--- src/rtl/jcs_cpu_pkg.sv ---
// Shared constants for the 8-bit Scott-style CPU: ALU function codes,
// non-ALU instruction classes (IR[6:4] when IR[7]=0) and flag bit indices.
package jcs_cpu_pkg;

    // ALU function codes, IR[6:4] when IR[7]=1
    localparam logic [2:0] ALU_ADD = 3'd0;
    localparam logic [2:0] ALU_SHR = 3'd1;
    localparam logic [2:0] ALU_SHL = 3'd2;
    localparam logic [2:0] ALU_NOT = 3'd3;
    localparam logic [2:0] ALU_AND = 3'd4;
    localparam logic [2:0] ALU_OR  = 3'd5;
    localparam logic [2:0] ALU_XOR = 3'd6;
    localparam logic [2:0] ALU_CMP = 3'd7;

    // Non-ALU instruction classes, IR[6:4] when IR[7]=0
    localparam logic [2:0] OP_LD    = 3'd0;
    localparam logic [2:0] OP_ST    = 3'd1;
    localparam logic [2:0] OP_DATA  = 3'd2;
    localparam logic [2:0] OP_JMPR  = 3'd3;
    localparam logic [2:0] OP_JMP   = 3'd4;
    localparam logic [2:0] OP_JCAEZ = 3'd5;
    localparam logic [2:0] OP_CLF   = 3'd6;
    localparam logic [2:0] OP_IO    = 3'd7;

    // Bit positions inside flags_bus {C,A,E,Z}
    localparam int FLG_C = 3;
    localparam int FLG_A = 2;
    localparam int FLG_E = 1;
    localparam int FLG_Z = 0;

    // One-hot register select from a 2-bit register field
    function automatic logic [3:0] reg_sel(input logic [1:0] idx);
        return 4'b0001 << idx;
    endfunction

endpackage

--- src/rtl/jcs_ir_decoder.sv ---
// Instruction register decoder: one-hot instruction class plus one-hot
// RA (IR[3:2]) and RB (IR[1:0]) register selects.
// Macro JCU_IO_EN: when undefined, class 0111xxxx never decodes as IO and
// falls through to a NOP after fetch.
import jcs_cpu_pkg::*;

module jcs_ir_decoder #(
    parameter logic [7:0] HALT_OPCODE = 8'h61
) (
    input  logic [7:0] ir_i,
    output logic       is_alu_o,
    output logic       is_ld_o,
    output logic       is_st_o,
    output logic       is_data_o,
    output logic       is_jmpr_o,
    output logic       is_jmp_o,
    output logic       is_jcaez_o,
    output logic       is_clf_o,
    output logic       is_halt_o,
    output logic       is_io_o,
    output logic [3:0] ra_sel_o,
    output logic [3:0] rb_sel_o
);

    assign ra_sel_o = reg_sel(ir_i[3:2]);
    assign rb_sel_o = reg_sel(ir_i[1:0]);

    // Class decode; halt opcode wins over its class, anything else undecoded is a NOP
    always_comb begin
        is_alu_o   = 1'b0;
        is_ld_o    = 1'b0;
        is_st_o    = 1'b0;
        is_data_o  = 1'b0;
        is_jmpr_o  = 1'b0;
        is_jmp_o   = 1'b0;
        is_jcaez_o = 1'b0;
        is_clf_o   = 1'b0;
        is_halt_o  = 1'b0;
        is_io_o    = 1'b0;
        if (ir_i == HALT_OPCODE) begin
            is_halt_o = 1'b1;
        end else if (ir_i[7]) begin
            is_alu_o = 1'b1;
        end else begin
            case (ir_i[6:4])
                OP_LD:    is_ld_o    = 1'b1;
                OP_ST:    is_st_o    = 1'b1;
                OP_DATA:  is_data_o  = 1'b1;
                OP_JMPR:  is_jmpr_o  = 1'b1;
                OP_JMP:   is_jmp_o   = 1'b1;
                OP_JCAEZ: is_jcaez_o = 1'b1;
                OP_CLF:   is_clf_o   = (ir_i[3:0] == 4'h0);
`ifdef JCU_IO_EN
                OP_IO:    is_io_o    = 1'b1;
`endif
                default: ;
            endcase
        end
    end

endmodule

--- src/rtl/jcs_control_unit.sv ---
// Control unit: turns IR class, one-hot stepper and clock phases into the
// datapath strobes. Everything is combinational except the sticky halt flag.
// Macro JCU_IO_EN: enables IO instruction decode (io_* outputs stay 0 otherwise).
import jcs_cpu_pkg::*;

module jcs_control_unit #(
    parameter logic [7:0] HALT_OPCODE = 8'h61
) (
    input  logic       CLK,
    input  logic       reset,
    input  logic       CLK_clk,
    input  logic       CLK_clkd,
    input  logic       CLK_clke,
    input  logic       CLK_clks,
    input  logic [0:5] STP_bus,
    input  logic [3:0] flags_bus,
    input  logic [7:0] ir_bus,
    output logic [2:0] alu_op,
    output logic       alu_ena_ci,
    output logic       flags_s,
    output logic       tmp_s,
    output logic       bus1_bit1,
    output logic       acc_s,
    output logic       acc_e,
    output logic       r0_s,
    output logic       r0_e,
    output logic       r1_s,
    output logic       r1_e,
    output logic       r2_s,
    output logic       r2_e,
    output logic       r3_s,
    output logic       r3_e,
    output logic       ram_mar_s,
    output logic       ram_s,
    output logic       ram_e,
    output logic       iar_s,
    output logic       iar_e,
    output logic       ir_s,
    output logic       halt,
    output logic       io_s,
    output logic       io_e,
    output logic       io_da,
    output logic       io_io
);

    logic       is_alu, is_ld, is_st, is_data, is_jmpr, is_jmp, is_jcaez, is_clf, is_halt, is_io;
    logic [3:0] ra_sel, rb_sel;
    logic       halt_q, halt_d;
    logic [6:1] stp_b, stp_e, stp_s;
    logic [3:0] reg_e_d, reg_s_d;
    logic       unused_phase;

    // The base and delayed phases exist only for interface compatibility
    assign unused_phase = CLK_clk ^ CLK_clkd;

    jcs_ir_decoder #(.HALT_OPCODE(HALT_OPCODE)) u_dec (
        .ir_i       (ir_bus),
        .is_alu_o   (is_alu),
        .is_ld_o    (is_ld),
        .is_st_o    (is_st),
        .is_data_o  (is_data),
        .is_jmpr_o  (is_jmpr),
        .is_jmp_o   (is_jmp),
        .is_jcaez_o (is_jcaez),
        .is_clf_o   (is_clf),
        .is_halt_o  (is_halt),
        .is_io_o    (is_io),
        .ra_sel_o   (ra_sel),
        .rb_sel_o   (rb_sel)
    );

    // Per-step windows; halt kills every strobe at the source
    always_comb begin
        stp_b = '0;
        for (int n = 1; n <= 6; n++) stp_b[n] = STP_bus[n-1] & ~halt_q;
    end
    assign stp_e = stp_b & {6{CLK_clke}};
    assign stp_s = stp_b & {6{CLK_clks}};

    // Strobe decode: fetch terms first, then OR in the per-class terms
    always_comb begin
        alu_op     = ALU_ADD;
        alu_ena_ci = 1'b0;
        flags_s    = 1'b0;
        tmp_s      = 1'b0;
        ram_s      = 1'b0;
        io_s       = 1'b0;
        io_e       = 1'b0;
        io_da      = 1'b0;
        io_io      = 1'b0;
        reg_e_d    = '0;
        reg_s_d    = '0;
        bus1_bit1  = stp_b[1];
        iar_e      = stp_e[1];
        ram_mar_s  = stp_s[1];
        acc_s      = stp_s[1];
        ram_e      = stp_e[2];
        ir_s       = stp_s[2];
        acc_e      = stp_e[3];
        iar_s      = stp_s[3];

        if (is_alu) begin
            reg_e_d |= rb_sel & {4{stp_e[4]}};
            tmp_s   |= stp_s[4];
            reg_e_d |= ra_sel & {4{stp_e[5]}};
            acc_s   |= stp_s[5];
            flags_s |= stp_s[5];
            if (STP_bus[4]) begin
                alu_op     = ir_bus[6:4];
                alu_ena_ci = (ir_bus[6:4] == ALU_ADD) || (ir_bus[6:4] == ALU_SHR) ||
                             (ir_bus[6:4] == ALU_SHL);
            end
            // CMP only updates flags; the result is never written back
            if (ir_bus[6:4] != ALU_CMP) begin
                acc_e   |= stp_e[6];
                reg_s_d |= rb_sel & {4{stp_s[6]}};
            end
        end
        if (is_ld) begin
            reg_e_d   |= ra_sel & {4{stp_e[4]}};
            ram_mar_s |= stp_s[4];
            ram_e     |= stp_e[5];
            reg_s_d   |= rb_sel & {4{stp_s[5]}};
        end
        if (is_st) begin
            reg_e_d   |= ra_sel & {4{stp_e[4]}};
            ram_mar_s |= stp_s[4];
            reg_e_d   |= rb_sel & {4{stp_e[5]}};
            ram_s     |= stp_s[5];
        end
        // DATA and JCAEZ both fetch an inline byte via the IAR+1 path
        if (is_data || is_jcaez) begin
            bus1_bit1 |= stp_b[4];
            iar_e     |= stp_e[4];
            ram_mar_s |= stp_s[4];
            acc_s     |= stp_s[4];
        end
        if (is_data) begin
            ram_e   |= stp_e[5];
            reg_s_d |= rb_sel & {4{stp_s[5]}};
            acc_e   |= stp_e[6];
            iar_s   |= stp_s[6];
        end
        if (is_jcaez) begin
            acc_e |= stp_e[5];
            iar_s |= stp_s[5];
            ram_e |= stp_e[6];
            if ((flags_bus & ir_bus[3:0]) != 4'h0) iar_s |= stp_s[6];
        end
        if (is_jmpr) begin
            reg_e_d |= rb_sel & {4{stp_e[4]}};
            iar_s   |= stp_s[4];
        end
        if (is_jmp) begin
            iar_e     |= stp_e[4];
            ram_mar_s |= stp_s[4];
            ram_e     |= stp_e[5];
            iar_s     |= stp_s[5];
        end
        // CLF: ADD with carry-in disabled and bus1 asserted clears the flags
        if (is_clf) begin
            bus1_bit1 |= stp_b[4];
            flags_s   |= stp_s[4];
        end
        if (is_io) begin
            io_io = ir_bus[3] & (STP_bus[3] | STP_bus[4] | STP_bus[5]);
            io_da = ir_bus[2] & (STP_bus[3] | STP_bus[4] | STP_bus[5]);
            if (ir_bus[3]) begin
                reg_e_d |= rb_sel & {4{stp_e[4]}};
                io_s    |= stp_s[4];
            end else begin
                io_e    |= stp_e[5];
                reg_s_d |= rb_sel & {4{stp_s[5]}};
            end
        end
    end

    assign {r3_e, r2_e, r1_e, r0_e} = reg_e_d;
    assign {r3_s, r2_s, r1_s, r0_s} = reg_s_d;

    // Halt latches on the step-4 set pulse of the halt opcode
    assign halt_d = halt_q | (is_halt & STP_bus[3] & CLK_clks);

    // Sticky halt register, cleared only by reset
    always_ff @(posedge CLK or posedge reset) begin
        if (reset) halt_q <= 1'b0;
        else       halt_q <= halt_d;
    end

    assign halt = halt_q;

endmodule

--- config.mk ---
export PLATFORM = sky130hd
export DESIGN_NAME = jcs_control_unit
export DESIGN_NICKNAME = d
export VERILOG_FILES = /design/src/rtl/jcs_cpu_pkg.sv /design/src/rtl/jcs_ir_decoder.sv /design/src/rtl/jcs_control_unit.sv
export SDC_FILE = /design/constraint.sdc
export NUM_CORES = 1
export LEC_CHECK = 0
export BUFFER_PORTS_ARGS = -buffer_cell sky130_fd_sc_hd__buf_2
export CAP_MARGIN = 10
export CORE_UTILIZATION = 40
export CTS_CLUSTER_DIAMETER = 80
export DETAILED_ROUTE_END_ITERATION = 12
export GPL_TIMING_DRIVEN = 1
export PLACE_DENSITY = 0.78
export SETUP_SLACK_MARGIN = 0.3
export SKIP_CTS_REPAIR_TIMING = 1
export SYNTH_ARGS = -nofsm -noshare
export SYNTH_HDL_FRONTEND = slang
export SYNTH_SLANG_ARGS = --single-unit
--- constraint.sdc ---
create_clock -name CLK -period 1.5 [get_ports CLK]
set_input_delay 0.225 -clock CLK [delete_from_list [all_inputs] [get_ports CLK]]
set_output_delay 0.225 -clock CLK [all_outputs]
set_load 0.01 [all_outputs]
Word-level counts from Yosys, hierarchy flattened
Index checks and enable logic that the tools add are counted.
{"block": "word_totals", "output_inout_bits": 28, "ff_bits": 1, "input_bits": 24, "elab_cells": 129}
{"block": "op_classes", "n_reduce_logical": 6, "n_shift": 2, "bitwise_logic": 49, "n_mux": 63, "eq_ne": 8}
{"operator": "1-bit 2-to-1 mux", "n": 53}
{"operator": "4-bit 2-to-1 mux", "n": 8}
{"operator": "4-bit bitwise AND", "n": 7}
{"operator": "4-bit bitwise OR", "n": 7}
{"operator": "1-bit bitwise OR", "n": 24}
{"operator": "6-bit bitwise AND", "n": 2}
{"operator": "3-bit == test (second input constant)", "n": 3}
{"operator": "1-bit bitwise AND", "n": 8}
{"operator": "8-bit by 7-bit == test with 1-bit output (second input constant)", "n": 1}
{"operator": "1-bit by 2-bit left shift with 4-bit output (first input constant)", "n": 2}
{"operator": "3-bit by 2-bit == test with 1-bit output (second input constant)", "n": 2}
{"operator": "3-bit 2-to-1 mux", "n": 2}
{"operator": "4-bit logical NOT", "n": 1}
{"operator": "4-bit nonzero test", "n": 1}
{"operator": "3-bit by 1-bit == test with 1-bit output (second input constant)", "n": 1}
{"operator": "3-bit logical NOT", "n": 1}
{"operator": "1-bit logical OR", "n": 3}
{"operator": "3-bit != test (second input constant)", "n": 1}
{"operator": "1-bit inverter", "n": 1}

Logic depth before layout (Yosys ltp)
Gate-level depths: netlist of the first run.
{"block": "logic_depth", "ltp_word": 13, "depth_mapped": 6}

Modules after synthesis
A second synthesis of the first run with hierarchy kept.
{"block": "hier_totals", "cells_unflattened": 101, "area_unflattened_um2": 625.6}
{"mod": "jcs_control_unit", "instances": 1, "seq_area_each_um2": 25.0, "area_each_um2": 486.7, "cells_each": 78}
{"mod": "jcs_ir_decoder", "instances": 1, "seq_area_each_um2": 0.0, "area_each_um2": 138.9, "cells_each": 23}

Least setup slack after synthesis of the first run
Ideal clock, no wire load.
{"block": "synth_timing", "kind": "reg2out", "start": "register halt_q, in the netlist halt", "end": "output port r2_e", "arrival_time_ps": 1213, "path_slack_ps": 62, "n_path_buf": 0, "stages_incl_launch_ff": 5, "required_ps": 1275, "cell_sequence": "dfrtp_1 nand2b_1 nor2_1 a31o_2 a32o_1"}
{"block": "synth_between", "elab_chain_cells": 13}
{"element": "start, declared", "line_no": "jcs_control_unit.sv:48", "text": "logic halt_q, halt_d;"}
{"element": "start signal, assigned", "line_no": "jcs_control_unit.sv:187", "text": "else halt_q <= halt_d;"}
{"element": "1-bit inverter *", "line_no": "jcs_control_unit.sv:75", "text": "for (int n = 1; n <= 6; n++) stp_b[n] = STP_bus[n-1] & ~halt_q;"}
{"element": "1-bit bitwise AND", "line_no": "jcs_control_unit.sv:75"}
{"element": "6-bit bitwise AND *", "line_no": "jcs_control_unit.sv:77", "text": "assign stp_e = stp_b & {6{CLK_clke}};"}
{"element": "4-bit bitwise AND, on equally long branches"}
{"element": "4-bit bitwise OR", "line_no": "jcs_control_unit.sv:105", "text": "reg_e_d |= ra_sel & {4{stp_e[5]}};"}
{"element": "4-bit 2-to-1 mux", "line_no": "jcs_control_unit.sv:102", "text": "if (is_alu) begin"}
{"element": "4-bit bitwise OR", "line_no": "jcs_control_unit.sv:120", "text": "reg_e_d |= ra_sel & {4{stp_e[4]}};"}
{"element": "4-bit 2-to-1 mux", "line_no": "jcs_control_unit.sv:119", "text": "if (is_ld) begin"}
{"element": "4-bit bitwise OR", "line_no": "jcs_control_unit.sv:126", "text": "reg_e_d |= ra_sel & {4{stp_e[4]}};"}
{"element": "4-bit bitwise OR", "line_no": "jcs_control_unit.sv:128", "text": "reg_e_d |= rb_sel & {4{stp_e[5]}};"}
{"element": "4-bit 2-to-1 mux", "line_no": "jcs_control_unit.sv:125", "text": "if (is_st) begin"}
{"element": "4-bit bitwise OR", "line_no": "jcs_control_unit.sv:151", "text": "reg_e_d |= rb_sel & {4{stp_e[4]}};"}
{"element": "4-bit 2-to-1 mux *", "line_no": "jcs_control_unit.sv:150", "text": "if (is_jmpr) begin"}
{"element": "end, declared", "line_no": "jcs_control_unit.sv:30", "text": "output logic r2_e,"}
Every way passes the cells marked *; elsewhere a longest branch is shown, timed or not.

Worst setup path after layout of the first run
{"block": "layout_timing", "start": "input port ir_bus[7]", "end": "output port bus1_bit1"}
{"block": "layout_between", "elab_chain_cells": 6}
{"element": "start, declared", "line_no": "jcs_control_unit.sv:17", "text": "input logic [7:0] ir_bus,"}
{"element": "8-bit by 7-bit == test with 1-bit output or 1-bit 2-to-1 mux (tied branches)", "line_no": "jcs_ir_decoder.sv:40, jcs_ir_decoder.sv:42"}
{"element": "1-bit 2-to-1 mux", "line_no": "jcs_ir_decoder.sv:40", "text": "if (ir_i == HALT_OPCODE) begin"}
{"element": "1-bit logical OR", "line_no": "jcs_control_unit.sv:132", "text": "if (is_data || is_jcaez) begin"}
{"element": "1-bit 2-to-1 mux", "line_no": "jcs_control_unit.sv:132"}
{"element": "1-bit bitwise OR", "line_no": "jcs_control_unit.sv:162", "text": "bus1_bit1 |= stp_b[4];"}
{"element": "1-bit 2-to-1 mux *", "line_no": "jcs_control_unit.sv:161", "text": "if (is_clf) begin"}
{"element": "end, declared", "line_no": "jcs_control_unit.sv:22", "text": "output logic bus1_bit1,"}
Marks and branches as above.

==> results of run 1 <==
-- layout by cell type (no fill, tap or decap), types with 3 or more instances in the layout --
| cell type | count |
|---|---|
| nor2b_1 | 5 |
| buf_4 | 28 |
| conb_1 | 4 |
| o21ai_2 | 3 |
| buf_6 | 12 |
| nor2_1 | 6 |
| a21oi_2 | 4 |
| a31oi_1 | 5 |
| inv_1 | 5 |
| buf_12 | 4 |
| a32o_1 | 3 |
| nand2_1 | 9 |
| buf_2 | 36 |
-- critical path: stages --
cell	delay, ns
buf_12	0.11
buf_4	0.14
nor2_4	0.12
nor4b_4	0.30
buf_4	0.17
a21oi_2	0.05
o22ai_2	0.10
buf_2	0.17
-- Yosys cell counts (2+ instances only) --
| cell type | n |
|---|---|
| buf_4 | 7 |
| and3_1 | 3 |
| a32o_1 | 3 |
| nor3_1 | 2 |
| and2_1 | 3 |
| o22ai_1 | 2 |
| nand2b_1 | 4 |
| o21ai_0 | 4 |
| a31oi_1 | 6 |
| nand2_1 | 11 |
| a21oi_1 | 5 |
| nand3b_1 | 2 |
| or3b_1 | 2 |
| nor2_1 | 10 |
| nor2b_1 | 6 |
| a22o_1 | 2 |
| nand4_1 | 2 |
| inv_1 | 6 |
| a211oi_1 | 2 |
| buf_2 | 3 |
| clkbuf_1 | 3 |
| a21oi_2 | 2 |
| nand3_1 | 2 |
-- area by class of cell --
| type | count | area share |
|---|---|---|
| repair buffers | 83 | 0.439 |
| inverters | 6 | 0.0148 |
| flip-flops and latches | 1 | 0.0172 |
| multi-input cells | 92 | 0.516 |
| well taps | 16 | 0.0131 |
-- cell families after synthesis --
family          Yosys count  synth area share
buf+inv                  21             0.164
compound gates           36             0.377
other cells               1           0.00529
simple gates             52             0.418
flops                     1            0.0353
-- worst paths after layout --
check / from / to / slack (ns) / depth (start not counted)
max: ir_bus[7] / bus1_bit1 / -0.11 / 8
min: reset / halt / 0.1 / 2
max reg2reg: halt / halt / 0.72 / 1
min reg2reg: halt / halt / 0.58 / 1
max in group asynchronous: reset / halt / 1.28 / 2
min in group CLK: halt / halt / 0.58 / 1
-- per-layer routing --
metal / track usage / share of wire / up-vias
li1: - / - / 544
met4: 0.0303 / 0.077 / 0
met3: 0.00816 / 0.12 / 43
met5: 0 / 0 / -
met1: 0.333 / 0.33 / 597
met2: 0.500 / 0.48 / 153
-- per-stage QoR --
stage	utilization	cells	hold WS, ns	total power [mW]
2_1_floorplan	-	114	-0.0463	0.217
4_1_cts	0.725	186	0.0691	0.339
3_3_place_gp	0.725	186	0.0570	0.329
3_5_place_dp	0.725	186	0.0692	0.337
6_report	0.968	198	0.0961	0.481
5_1_grt	0.968	198	0.0952	0.499
-- where the power goes --
group          switching (mW)  total [mW]  internal, mW
clock network               0           0             0
logic                   0.228       0.449         0.221
registers             0.00255      0.0316        0.0290
total                   0.231       0.481         0.250
==> results.toml, run 1 <==
[status]
status = "finished, violations left"
violations = "DRC, setup timing"

[placement]
pre_cts_ws_ns = -0.0876
dpl-instance-area_um2 = 1140
portBuffers = 45
routabilityCongestion = 0.902
dp.final_hpwl_um = 2080

[floorplanning]
rows = 14
core_um2 = 1580
dieHeight_um = 44.1
boundaryPins = 52
die_w_um = 44.1
initial_utilization = 0.450
die-area_um2 = 1950

[synth]
synth.cell_area_um2 = 709
avgSynthCellArea_um2 = 6.39
ys_seq_area_frac = 0.0353
synth_edf_count = 0
ys_seq_elements = 1
synth_top_area_share = 0.0741
synth_warnings = 0
synth_flop_cell = "dfrtp_1"
synthTopCellsByArea = "buf_4 (7.4%), nand2_1 (5.8%), a31oi_1 (5.3%), nor2_1 (5.3%), nor2b_1 (5.3%)"
synthCells = 111
synth_cell_types = 42
ys_async_sr_fraction = 1.00
yosys.area.top_type = "buf_4"

[setup_path]
critPathKind = "input port to primary output"
worstPathArrival_ns = 1.39
cp_max_fo = 6
startpoint_type = "input port"
required_ns = 1.27
cp-end-kind = "primary output"

[final_layout]
drive_gt1_frac = 0.687
n_fill_cell = 33
area_growth_pct = 115
final_area_um2 = 1530
largest_reg_flops = 1
register_area_um2 = 26.3
n_antenna_cell = 0
final_nets = 208
multi_input_area_um2 = 787

[global_route]
first_global_vias = 937
grt_pass1_wl_um = 4080
overflow = 0
grt_util_all_layers = 0.262
grt_max_degree = 11
antenna_found_initial = 0

[sta]
worst_slack_ns = -0.110
min_period_ns = 1.61
finalCritPeriodShare = 1.07
rsz0062_at_grt = "true"
setup_viol = 9
hold_viol_final = 0
fmax_mhz = 621
fin_skew_ns = 0
tns_ns = -0.557
maxSlewViolCount = 0

[route]
vias = 1337
ant_nets = 0
first_pass_iters = 9
drt_iter0_markers = 85
avgRoutedWirePerCell_um = 21.9
finalWirelength_um = 4340
remaining_drc_errors = 4
via_per_inst = 6.75

[clock_network]
clkTransAtPathRegs_ns = 0
insertion_delay_ns = 0

[pwr]
power_density_nw_per_um2 = 315
ir_drop_mv = 0.249
p_leak_nw = 0.740

[min_path]
hold_class = "input port to asynchronous set/reset pin"

[run]
cap_viol_max_count = 0
Note: power is estimated with default switching activity, not from simulation.
==> inputs of run 2 (changes only) <==
--- a/config.mk
+++ b/config.mk
@@ -8,7 +8,6 @@
 export BUFFER_PORTS_ARGS = -buffer_cell sky130_fd_sc_hd__buf_2
 export CAP_MARGIN = 10
 export CORE_UTILIZATION = 40
-export CTS_CLUSTER_DIAMETER = 80
 export DETAILED_ROUTE_END_ITERATION = 12
 export GPL_TIMING_DRIVEN = 1
 export PLACE_DENSITY = 0.78
==> constraint.sdc (replaced) <==
create_clock -name CLK -period 1.5 [get_ports CLK]
set_input_delay 0.15 -clock CLK [delete_from_list [all_inputs] [get_ports CLK]]
set_output_delay 0.15 -clock CLK [all_outputs]
set_load 0.01 [all_outputs]
==> run 2 against run 1 <==
The run ends with hold timing left. Sequential cell count did not move. Hold slack got worse by 0.11 ns. Setup slack improved by 0.21 ns. Sequential share of layout area rose by 0.53 points. Global-route usage fell by 4.4 points. Sequential power fell by 2%. Critical endpoint is now r1_e.
==> results.toml, run 2 (synthesized netlist as in run 1, its figures left out) <==
[final_layout]
final_nets = 185
drive_gt1_frac = 0.503
mostFrequentLayoutCell = "buf_2"
n_fill_cell = 117
final_cell_mix = "buf_2 (35), buf_4 (14), nand2_1 (11)"
multi_input_area_um2 = 652
area_growth_pct = 64.7
register_area_um2 = 26.3
n_antenna_cell = 0
largest_reg_flops = 1

[route]
vias = 1073
avgRoutedWirePerCell_um = 15.7
via_per_inst = 6.13
finalWirelength_um = 2750
drt_iter0_markers = 58
remaining_drc_errors = 0
first_pass_iters = 6
ant_nets = 0

[global_route]
grt_util_all_layers = 0.218
antenna_found_initial = 0
first_global_vias = 793
overflow = 0
grt_max_degree = 17
grt_pass1_wl_um = 3440

[placement]
portBuffers = 45
routabilityCongestion = 0.839
dp.final_hpwl_um = 1680
pre_cts_ws_ns = 0.0361

[clock_network]
insertion_delay_ns = 0
clkTransAtPathRegs_ns = 0

[sta]
hold_viol_final = 1
rsz0062_at_grt = "true"
setup_viol = 0
maxSlewViolCount = 0
min_period_ns = 1.40
fin_skew_ns = 0
worst_slack_ns = 0.104
fin_hold_ws_ns = -0.0131
fmax_mhz = 716
finalCritPeriodShare = 0.931
tns_ns = 0

[setup_path]
startpoint_type = "input port"
worstPathArrival_ns = 1.25
required_ns = 1.35
critPathKind = "input port to primary output"
cp-end-kind = "primary output"
worstRegToRegCells = 1
cp_max_fo = 6

[pwr]
p_leak_nw = 0.592
ir_drop_mv = 0.187
power_density_nw_per_um2 = 300

[floorplanning]
rows = 14
die_w_um = 44.1
initial_utilization = 0.450
boundaryPins = 52
dieHeight_um = 44.1
die-area_um2 = 1950
core_um2 = 1580

[run]
cap_viol_max_count = 0

[min_path]
hold_class = "input port to asynchronous set/reset pin"

[status]
status = "finished, violations left"
violations = "hold timing"
==> run 2: critical path, cell delays in order <==
cell and delay [ns]:
buf_12 0.11, buf_4 0.16, nor4b_4 0.27, a31oi_1 0.08, a2bb2oi_1 0.18, o22ai_1 0.16, buf_2 0.15
==> run 2: metal layers <==
layer,GRT usage,vias up,share of wire
li1,-,502,-
met1,0.312,500,0.40
met2,0.388,65,0.51
met3,0.00408,6,0.078
met4,0,0,0.015
met5,0,-,0
==> run 2: layout make-up <==
type                       instances  area share
timing repair buffer              60       0.383
multi-input combinational         92       0.558
inverter                           6      0.0193
tap                               16      0.0171
sequential                         1      0.0225
==> run 2: stage by stage <==
stage	util	power (mW)	area, um^2	cells	hold slack (ns)
floorplan	-	0.197	737	114	-0.121
CTS	0.587	0.273	925	165	-0.0112
finish	0.741	0.351	1170	175	-0.0131
global placement	0.587	0.267	925	165	-0.0182
global route	0.741	0.372	1170	175	0.000826
detailed placement	0.587	0.272	925	165	-0.0106
==> run 2: where the power goes <==
part           switching [mW]  internal (mW)
registers             0.00202         0.0290
logic                   0.164          0.156
clock network               0              0
==> run 2: path summary, 6_finish.rpt <==
path,startpoint,endpoint,slack (ns)
worst max-delay path,ir_bus[5],r1_e,0.10
worst min-delay path,reset,halt,-0.01
worst max register to register,halt,halt,0.76
worst min register to register,halt,halt,0.53
max in group asynchronous,reset,halt,1.41
min in group CLK,CLK_clks,halt,0.43
==> inputs of run 3 (changes only) <==
--- a/config.mk
+++ b/config.mk
@@ -11,8 +11,8 @@
 export DETAILED_ROUTE_END_ITERATION = 12
 export GPL_TIMING_DRIVEN = 1
 export PLACE_DENSITY = 0.78
+export REMOVE_ABC_BUFFERS = 1
 export SETUP_SLACK_MARGIN = 0.3
-export SKIP_CTS_REPAIR_TIMING = 1
 export SYNTH_ARGS = -nofsm -noshare
 export SYNTH_HDL_FRONTEND = slang
 export SYNTH_SLANG_ARGS = --single-unit
==> run 3 against run 2 <==
The flow finishes with violations (DRC). Critical path type unchanged. Global-route usage increased by 9.0 points. Hold slack improved by 0.51 ns. Total power increased by 25%. Cell area increased by 16%. Core utilization increased by 12 points. Largest cell class unchanged. Routed wire length increased by 60%. Via count increased by 24%. Critical path depth decreased by 1.
==> results.toml, run 3 (synthesized netlist as in run 1, its figures left out) <==
[clock_network]
insertion_delay_ns = 0
clkTransAtPathRegs_ns = 0

[pwr]
seqPwrFrac = 0.070
pwr-share-comb = 0.930
p_switching_mw = 0.221
clkPwrFrac = 0
p_leak_nw = 0.681
switching_share = 0.502
p_int_mw = 0.218
ir_drop_mv = 0.209
power_density_nw_per_um2 = 324

[global_route]
first_global_vias = 1032
grt_pass1_wl_um = 4660
overflow = 0
grt_util_all_layers = 0.308
grt_max_degree = 15
antenna_found_initial = 0

[route]
finalWirelength_um = 4410
vias = 1334
remaining_drc_errors = 6
drt_iter0_markers = 168
first_pass_iters = 9
via_per_inst = 7.17
avgRoutedWirePerCell_um = 23.7
ant_nets = 0

[floorplanning]
die_w_um = 44.1
initial_utilization = 0.450
dieHeight_um = 44.1
die-area_um2 = 1950
rows = 14
core_um2 = 1580
boundaryPins = 52

[final_layout]
area_growth_pct = 90.8
n_antenna_cell = 0
largest_reg_flops = 1
final_nets = 196
final_util = 0.859
n_fill_cell = 72
mostFrequentLayoutCell = "buf_2"
drive_gt1_frac = 0.600
final_cell_mix = "buf_2 (36), buf_4 (18), buf_6 (10)"

[min_path]
hold_start = "CLK_clks"
holdPathEnd = "halt"
hold_class = "input port to flop"
holdPathStages = 2

[setup_path]
worstPathArrival_ns = 1.30
reg2reg_to = "halt"
cp-end-kind = "primary output"
cp_max_fo = 11
startpoint_type = "input port"
critPathKind = "input port to primary output"
rrSetupSlack_ns = 0.59
rr_startpoint = "halt"
worstRegToRegCells = 2
required_ns = 1.35

[sta]
worst_slack_ns = 0.0548
min_period_ns = 1.45
fin_skew_ns = 0
fmax_mhz = 692
tns_ns = 0
maxSlewViolCount = 0
setup_viol = 0
finalCritPeriodShare = 0.963
hold_viol_final = 0
fin_hold_ws_ns = 0.493
rsz0062_at_grt = "true"

[placement]
pre_cts_ws_ns = 0.0522
dp.final_hpwl_um = 1820
portBuffers = 45
routabilityCongestion = 0.914

[run]
cap_viol_max_count = 0

[status]
violations = "DRC"
status = "finished, violations left"
run 3: critical path, stage by stage:
cell	delay, ns
buf_6	0.13
nor2_2	0.23
nor4b_4	0.31
nand3_1	0.17
a21oi_1	0.16
buf_2	0.15
run 3: stage by stage:
stage               cells  power, mW  instance area [um^2]
floorplan              99      0.148                   627
detailed placement    170      0.278                   947
global placement      170      0.272                   947
finish                186      0.439                  1350
CTS                   179      0.340                  1160
global route          186      0.454                  1350
run 3: cell type report:
class,instances,area [um^2],share of cell area
multi-input cells,92,733,0.542
flip-flops and latches,1,25.0,0.0185
inverters,6,22.5,0.0166
repair buffers,71,553,0.409
well taps,16,20.0,0.0148
run 3: per-layer routing:
layer	GRT usage	share of wire
met5	0	0
met3	0.0245	0.15
met2	0.544	0.42
met1	0.384	0.34
met4	0.121	0.099
run 3: how the worst max path moves through the flow:
stage / from / to / slack [ns] / depth (start not counted)
after global placement: ir_bus[6] / r2_s / 0.07 / 6
final: ir_bus[4] / flags_s / 0.05 / 6
after floorplan: halt / r2_e / 0.14 / 4
after global routing: ir_bus[4] / flags_s / 0.04 / 6
after detailed placement: ir_bus[6] / r2_s / 0.05 / 6
after CTS: ir_bus[6] / acc_s / 0.17 / 6
run 3: what timing repair did:
item	in CTS	in global routing
cloned	1	1
pin swaps	18	16
endpoints found under the hold margin	1	0
setup buffers	7	6
gates resized for setup	38	29
endpoints found under the setup margin	16	18
hold buffers	1	0
run 3: power by group through the flow:
stage	combinational (mW)	sequential, mW	clock, mW
final	0.408	0.0306	0
after global routing	0.424	0.0306	0
after CTS	0.310	0.0299	0
after detailed placement	0.248	0.0295	0
after global placement	0.243	0.0296	0
after floorplan	0.116	0.0311	0
